$ cat config.mk
export PLATFORM = sky130hd
export DESIGN_NAME = uart_baud_gen_frac_flat
export DESIGN_NICKNAME = d
export VERILOG_FILES = /design/src/rtl/uart_baud_gen_frac_if.sv /design/src/rtl/uart_baud_gen_frac.sv /design/src/flat_wrapper.sv
export SDC_FILE = /design/constraint.sdc
export NUM_CORES = 1
export LEC_CHECK = 0
export BUFFER_PORTS_ARGS = -buffer_cell sky130_fd_sc_hd__buf_4
export CAP_MARGIN = 20
export CORE_UTILIZATION = 45
export CTS_CLUSTER_SIZE = 12
export DETAILED_ROUTE_END_ITERATION = 6
export MAX_ROUTING_LAYER = met4
export PLACE_DENSITY = 0.67
export SETUP_SLACK_MARGIN = 0.4
export SYNTH_ARGS = -nofsm -noshare
export SYNTH_HDL_FRONTEND = slang
export SYNTH_SLANG_ARGS = --single-unit
$ cat constraint.sdc
create_clock -name clk -period 4.3 [get_ports clk]
set_clock_uncertainty 0.15 [all_clocks]
set_input_delay 1.075 -clock clk [delete_from_list [all_inputs] [get_ports clk]]
set_output_delay 1.075 -clock clk [all_outputs]
set_load 0.05 [all_outputs]
$ cat src/rtl/uart_baud_gen_frac_if.sv
// -----------------------------------------------------------------------------
// uart_baud_gen_frac_if
//   Divisor configuration channel for the fractional baud generator.
//   A new divisor is offered with cfg_valid and is taken when cfg_ready is high.
//   An offer with an illegal integer part (< 2) is answered by a one-cycle
//   cfg_err pulse instead of being stored.
//
//   cfg_valid  master -> slave  new divisor offered
//   cfg_int    master -> slave  integer divisor, INT_W bits
//   cfg_frac   master -> slave  fractional divisor, FRAC_W bits
//   cfg_ready  slave -> master  no update pending, offer can be taken
//   cfg_err    slave -> master  one-cycle pulse, offered cfg_int < 2
// -----------------------------------------------------------------------------
interface uart_baud_gen_frac_if #(
    parameter int INT_W  = 16,
    parameter int FRAC_W = 4
);
    logic              cfg_valid;
    logic              cfg_ready;
    logic [INT_W-1:0]  cfg_int;
    logic [FRAC_W-1:0] cfg_frac;
    logic              cfg_err;

    modport master (
        output cfg_valid, cfg_int, cfg_frac,
        input  cfg_ready, cfg_err
    );

    modport slave (
        input  cfg_valid, cfg_int, cfg_frac,
        output cfg_ready, cfg_err
    );
endinterface

$ cat src/rtl/uart_baud_gen_frac.sv
// -----------------------------------------------------------------------------
// uart_baud_gen_frac
//   Runtime-programmable fractional baud generator. Produces one-cycle
//   oversample ticks at clk / (div_int + div_frac/2^FRAC_W), plus bit-rate and
//   mid-bit strobes derived from an oversample phase counter. Divisor updates
//   arrive over a valid/ready channel and are applied only on a period
//   boundary, so no tick period is ever a blend of old and new divisor.
//
//   clk        in   system clock
//   reset      in   asynchronous, active-low reset
//   en         in   generator enable; low idles and clears the generator
//   cfg        slave modport of uart_baud_gen_frac_if (divisor channel)
//   os_tick    out  one-cycle oversample strobe
//   os_cnt     out  oversample phase 0..OVERSAMPLE-1
//   bit_tick   out  one-cycle strobe when os_cnt wraps to 0
//   mid_tick   out  one-cycle strobe when os_cnt becomes OVERSAMPLE/2
//   bclk       out  toggles on every os_tick
// -----------------------------------------------------------------------------
module uart_baud_gen_frac #(
    parameter int INT_W          = 16,
    parameter int FRAC_W         = 4,
    parameter int OVERSAMPLE     = 16,
    parameter int RESET_DIV_INT  = 3,
    parameter int RESET_DIV_FRAC = 12,
    localparam int OS_W          = $clog2(OVERSAMPLE)
) (
    input  logic                        clk,
    input  logic                        reset,
    input  logic                        en,
    uart_baud_gen_frac_if.slave         cfg,
    output logic                        os_tick,
    output logic [OS_W-1:0]             os_cnt,
    output logic                        bit_tick,
    output logic                        mid_tick,
    output logic                        bclk
);

    // Active divisor and phase accumulator.
    logic [INT_W-1:0]  div_int_q,  div_int_d;
    logic [FRAC_W-1:0] div_frac_q, div_frac_d;
    logic [FRAC_W-1:0] acc_q,      acc_d;
    logic [INT_W-1:0]  cnt_q,      cnt_d;

    // Divisor waiting for the next period boundary.
    logic              pend_q,      pend_d;
    logic [INT_W-1:0]  pend_int_q,  pend_int_d;
    logic [FRAC_W-1:0] pend_frac_q, pend_frac_d;

    // Registered outputs.
    logic              os_tick_q,  os_tick_d;
    logic [OS_W-1:0]   os_cnt_q,   os_cnt_d;
    logic              bit_tick_q, bit_tick_d;
    logic              mid_tick_q, mid_tick_d;
    logic              bclk_q,     bclk_d;
    logic              cfg_err_q,  cfg_err_d;

    // The carry out of acc + div_frac stretches the current period by one clk;
    // it is evaluated with the accumulator value held since the period began.
    logic [FRAC_W:0]   frac_sum;
    logic [INT_W:0]    last_cnt;
    logic              period_end;
    logic              cfg_xfer;
    logic              cfg_bad;
    logic              apply_cfg;
    logic [OS_W-1:0]   os_cnt_nxt;

    assign frac_sum   = {1'b0, acc_q} + {1'b0, div_frac_q};
    assign last_cnt   = {1'b0, div_int_q}
                      + {{INT_W{1'b0}}, frac_sum[FRAC_W]}
                      - (INT_W+1)'(1);
    assign period_end = en & ({1'b0, cnt_q} == last_cnt);

    assign cfg_xfer   = cfg.cfg_valid & ~pend_q;
    assign cfg_bad    = (cfg.cfg_int < INT_W'(2));
    // With the generator idle there is no boundary to wait for.
    assign apply_cfg  = pend_q & (period_end | ~en);

    assign os_cnt_nxt = (os_cnt_q == OS_W'(OVERSAMPLE - 1)) ? '0 : os_cnt_q + 1'b1;

    always_comb begin
        // NOTE: every signal driven here gets a default first, so no path can
        // leave one unassigned and infer a latch.
        div_int_d   = div_int_q;
        div_frac_d  = div_frac_q;
        acc_d       = acc_q;
        cnt_d       = cnt_q;
        pend_d      = pend_q;
        pend_int_d  = pend_int_q;
        pend_frac_d = pend_frac_q;
        os_tick_d   = 1'b0;
        os_cnt_d    = os_cnt_q;
        bit_tick_d  = 1'b0;
        mid_tick_d  = 1'b0;
        bclk_d      = bclk_q;
        cfg_err_d   = 1'b0;

        if (!en) begin
            cnt_d    = '0;
            acc_d    = '0;
            os_cnt_d = '0;
            bclk_d   = 1'b0;
        end else if (period_end) begin
            cnt_d      = '0;
            acc_d      = frac_sum[FRAC_W-1:0];
            os_tick_d  = 1'b1;
            os_cnt_d   = os_cnt_nxt;
            bit_tick_d = (os_cnt_nxt == '0);
            mid_tick_d = (os_cnt_nxt == OS_W'(OVERSAMPLE / 2));
            bclk_d     = ~bclk_q;
        end else begin
            cnt_d = cnt_q + 1'b1;
        end

        // A new divisor starts from a clean fractional phase; os_cnt keeps
        // running so the bit framing is not disturbed.
        if (apply_cfg) begin
            div_int_d  = pend_int_q;
            div_frac_d = pend_frac_q;
            acc_d      = '0;
            pend_d     = 1'b0;
        end

        // cfg_xfer needs pend_q low, so it never collides with apply_cfg; an
        // offer taken on a boundary waits for the following boundary.
        if (cfg_xfer) begin
            if (cfg_bad) begin
                cfg_err_d = 1'b1;
            end else begin
                pend_d      = 1'b1;
                pend_int_d  = cfg.cfg_int;
                pend_frac_d = cfg.cfg_frac;
            end
        end
    end

    // NOTE: state updates use non-blocking assignments so every register
    // samples the pre-edge values computed above, independent of block order.
    always_ff @(posedge clk or negedge reset) begin
        if (!reset) begin
            div_int_q   <= INT_W'(RESET_DIV_INT);
            div_frac_q  <= FRAC_W'(RESET_DIV_FRAC);
            acc_q       <= '0;
            cnt_q       <= '0;
            pend_q      <= 1'b0;
            // NOTE: the pending payload is reset as well, so nothing undefined
            // can ever be copied into the active divisor.
            pend_int_q  <= '0;
            pend_frac_q <= '0;
            os_tick_q   <= 1'b0;
            os_cnt_q    <= '0;
            bit_tick_q  <= 1'b0;
            mid_tick_q  <= 1'b0;
            bclk_q      <= 1'b0;
            cfg_err_q   <= 1'b0;
        end else begin
            div_int_q   <= div_int_d;
            div_frac_q  <= div_frac_d;
            acc_q       <= acc_d;
            cnt_q       <= cnt_d;
            pend_q      <= pend_d;
            pend_int_q  <= pend_int_d;
            pend_frac_q <= pend_frac_d;
            os_tick_q   <= os_tick_d;
            os_cnt_q    <= os_cnt_d;
            bit_tick_q  <= bit_tick_d;
            mid_tick_q  <= mid_tick_d;
            bclk_q      <= bclk_d;
            cfg_err_q   <= cfg_err_d;
        end
    end

    assign os_tick       = os_tick_q;
    assign os_cnt        = os_cnt_q;
    assign bit_tick      = bit_tick_q;
    assign mid_tick      = mid_tick_q;
    assign bclk          = bclk_q;
    assign cfg.cfg_err   = cfg_err_q;
    assign cfg.cfg_ready = ~pend_q;

endmodule

$ cat src/flat_wrapper.sv
// flat-port wrapper written by rule: the top's interface ports become plain ports
module uart_baud_gen_frac_flat 
#(
    parameter int INT_W          = 16,
    parameter int FRAC_W         = 4,
    parameter int OVERSAMPLE     = 16,
    parameter int RESET_DIV_INT  = 3,
    parameter int RESET_DIV_FRAC = 12,
    localparam int OS_W          = $clog2(OVERSAMPLE)
)
  (clk, reset, en, os_tick, os_cnt, bit_tick, mid_tick, bclk, cfg_cfg_valid, cfg_cfg_int, cfg_cfg_frac, cfg_cfg_ready, cfg_cfg_err);
  uart_baud_gen_frac_if #(.INT_W(INT_W), .FRAC_W(FRAC_W)) cfg_i ();
  input  logic clk;
  input  logic reset;
  input  logic en;
  output logic os_tick;
  output logic [OS_W-1:0] os_cnt;
  output logic bit_tick;
  output logic mid_tick;
  output logic bclk;
  input wire logic [$bits(cfg_i.cfg_valid)-1:0] cfg_cfg_valid;
  input wire logic [$bits(cfg_i.cfg_int)-1:0] cfg_cfg_int;
  input wire logic [$bits(cfg_i.cfg_frac)-1:0] cfg_cfg_frac;
  output wire logic [$bits(cfg_i.cfg_ready)-1:0] cfg_cfg_ready;
  output wire logic [$bits(cfg_i.cfg_err)-1:0] cfg_cfg_err;
  assign cfg_i.cfg_valid = cfg_cfg_valid;
  assign cfg_i.cfg_int = cfg_cfg_int;
  assign cfg_i.cfg_frac = cfg_cfg_frac;
  assign cfg_cfg_ready = cfg_i.cfg_ready;
  assign cfg_cfg_err = cfg_i.cfg_err;
  uart_baud_gen_frac #(.INT_W(INT_W), .FRAC_W(FRAC_W), .OVERSAMPLE(OVERSAMPLE), .RESET_DIV_INT(RESET_DIV_INT), .RESET_DIV_FRAC(RESET_DIV_FRAC)) u_core (.clk(clk), .reset(reset), .en(en), .cfg(cfg_i), .os_tick(os_tick), .os_cnt(os_cnt), .bit_tick(bit_tick), .mid_tick(mid_tick), .bclk(bclk));
endmodule
==> impl_metrics.toml <==
[detailed_routing]
num_vias = 2994
wl_per_cell_um = 17.28
drtPass1Iterations = 4
wl_mm = 8.983
viasPerCell = 5.758
ant_nets = 0
drtIter0Drc = 108
drc = 0

[setup_path]
cp_slowest_stage_delay_ns = 0.51
critPathRequiredTime_ns = 4.39
r2r_setup_slack_ns = 0.12
start_kind = "flip-flop"
crit_arrival_ns = 4.27
worst_setup_path_end_kind = "flip-flop"
crit_slowest_cell = "or4_4"
worstSetupPathType = "flip-flop to flip-flop"
worstPathMaxFanout = 5
cp_cell_sequence = "ha_2 > inv_2 > fa_2 > inv_2 > a21o_1 > a21oi_2 > ha_2 > ha_4 > or4b_4 > nor2_2 > xnor2_1 > or3b_1 > or4_4 > buf_6 > or4_4 > a32o_1"

[synthesis]
syn_area_sq_um = 3816
synth_compound_area_frac = 0.1033
synth_xor_xnor_area_share = 0.08689
ys_warn_count = 0
synthFlopType = "dfrtp_1"
synth_top_family_by_area = "simple AND/OR/NAND/NOR gates"
synth_edf_count = 0
synth_mux_area_frac = 0.08525
syn_avg_cell_area_sq_um = 10.72
synth_top_area_frac = 0.4328
synth_area_leaders = "dfrtp_1 43%, mux2_2 5.9%, a32o_1 5.2%, xnor2_1 4.4%, xor2_1 3.9%"
yosys.area.top_type = "dfrtp_1"
synth_cell_types = 53
synthCells = 356
synth-simple-area-share = 0.1944
synth_nets = 390
synth-seq-area-share = 0.4603
synthAdderAreaFrac = 0.03475
synth_seq_cells = 70
synth_most_common_cell = "dfrtp_1"
synthArstFlopShare = 1.000
synth_common_cells = "66 x dfrtp_1, 25 x nor2_1, 23 x nand2_1"

[sta]
fin_crit_ns = 4.177
final_hold_viol_count = 0
clock.fmax_ghz = 0.2394
maxSlewViolCount = 0
rsz0062_at_grt = "true"
setup_violations = 0
relSlewSlack = 0.4211
max_slew.worst_pin.slew_ns = 0.8683
finalCritPeriodShare = 0.9713

[clock_tree]
clk-insertion-delay-late_ns = 0.35
numCtsBuffers = 9
clockBufferDepth = 2
clk_pin_slew_ns = 0.08
cts.sinks = 70
cts_root_buf = "clkbuf_8"
cts_tree = "yes"
hold_buffers = 0
h-tree-depth = 3

[floorplan]
initial_utilization = 0.4644
core_area_sq_um = 8217
fp.dieH_um = 94.09
rows = 33
die_area_sq_um = 8853
dieWidth_um = 94.09
io_pins = 34

[finish]
areaGrowthSynthToFinish_pct = 24.85
finish.utilization = 0.5799
nNetsFinal = 444
num_antenna_cells = 0
layout-drive-gt1-share = 0.3157
fin_cells = 520
final_area_sq_um = 4765

[place]
gp_congestion = 0.8701
dpl.cell_count = 484
placed_cell_area_sq_um = 4210
io_buffers = 33
place_hpwl_mm = 5.639

[grt]
grt_remaining_overflow = 0
grt_pass1_vias = 2992
antenna_found_initial = 0
grt_use_total = 0.2328
grt_max_degree = 71
grt_pass1_wl_mm = 15.26

[power]
leakage_nw = 2.002
ir_worst_vdd_v = 0.0002428
finalPower_mw = 2.219
power_density_nw_per_um2 = 465.7

[job]
maxCapViolations = 0

[run_status]
status = "completed"

[min_path]
hold_class = "flip-flop to flip-flop"
-- kinds of logic after synthesis --
kind of cell    after synthesis
xor+xnor                     37
flops                        70
mux                          30
simple gates                130
compound gates               50
fa+ha+maj                    10
buf+inv                      29
-- placed cells by master (no fill, tap or decap), types with 3 or more instances in the layout --
master | synthesis | layout
a21oi_1 | 9 | 8
a31oi_1 | 3 | 3
a32o_1 | 20 | 20
and2_1 | 16 | 16
and3_1 | 4 | 4
buf_4 | 0 | 50
buf_6 | 3 | 3
clkbuf_8 | 0 | 9
dfrtp_1 | 66 | 66
dfstp_2 | 4 | 4
ha_1 | 9 | 6
inv_1 | 11 | 9
mux2_2 | 20 | 20
mux2i_1 | 10 | 9
nand2_1 | 23 | 23
nand3_1 | 11 | 11
nand4_1 | 8 | 8
nor2_1 | 25 | 23
nor2_2 | 1 | 3
nor3_1 | 3 | 3
nor3b_1 | 3 | 3
nor4_1 | 7 | 4
nor4b_4 | 0 | 3
o21ai_0 | 6 | 6
or3_1 | 6 | 6
or4_4 | 2 | 6
xnor2_1 | 19 | 19
xor2_1 | 17 | 17
-- metrics by stage --
step	TNS, ns	setup slack (ns)	hold slack (ns)
6_report	0	0.1233	0.3662
2_1_floorplan	0	0.1717	0.3311
4_1_cts	0	0.1629	0.3732
5_1_grt	-0.3072	-0.04293	0.3898
3_5_place_dp	0	0.03890	0.3540
3_3_place_gp	0	0.06680	0.3453
-- where the power goes --
part | internal (mW) | leakage, nW | switching, mW | total [mW]
combinational | 0.364 | 1.01 | 0.343 | 0.707
sequential | 0.777 | 0.888 | 0.133 | 0.910
clock | 0.332 | 0.107 | 0.270 | 0.602
-- repair_timing --
action	in CTS	in global routing
setup endpoints to repair	49	49
pin swaps	14	11
buffers inserted	11	4
cloned	5	0
resized for setup	18	11
-- worst paths after layout --
check                                             end                   from  cells after the start
min in group asynchronous               u_core.pend_q                  reset                      1
worst min register to register  u_core.pend_frac_q[3]  u_core.pend_frac_q[3]                      1
worst min-delay path            u_core.pend_frac_q[3]  u_core.pend_frac_q[3]                      1
worst max register to register   u_core.div_frac_q[0]        u_core.acc_q[0]                     16
worst max-delay path             u_core.div_frac_q[0]        u_core.acc_q[0]                     16
max in group asynchronous             u_core.cnt_q[0]                  reset                      1
-- final cells by class --
| cell class | count | area [sq um] |
|---|---|---|
| flip-flops and latches | 70 | 1757 |
| clock inverters | 6 | 93.84 |
| inverters | 12 | 45.04 |
| repair buffers | 57 | 504.2 |
| multi-input cells | 260 | 2106 |
| fillers | 710 | 3452 |
| clock buffers | 10 | 127.6 |
| well taps | 105 | 131.4 |
-- worst max-delay path: cells and delay by family, from the launching register on --
kind / cells / cell delay (ns)
compound gates: 3 / 0.49
xor+xnor: 1 / 0.10
fa+ha+maj: 4 / 0.76
simple gates: 5 / 1.95
buf+inv: 3 / 0.22
flops: 1 / 0.39
-- state kept, by name (all words and copies together) (netlist names), 4 cells and up --
| signal | count |
|---|---|
| u_core.acc_q | 4 |
| u_core.cnt_q | 16 |
| u_core.div_frac_q | 4 |
| u_core.div_int_q | 16 |
| u_core.os_cnt | 4 |
| u_core.pend_frac_q | 4 |
| u_core.pend_int_q | 16 |
-- routing by layer --
metal | track usage | share of wire
met1 | 0.3057 | 0.46
met5 | - | 0
met3 | 0.04773 | 0.038
met2 | 0.3546 | 0.48
met4 | 0.08974 | 0.019
(Power assumes the default switching activity.)
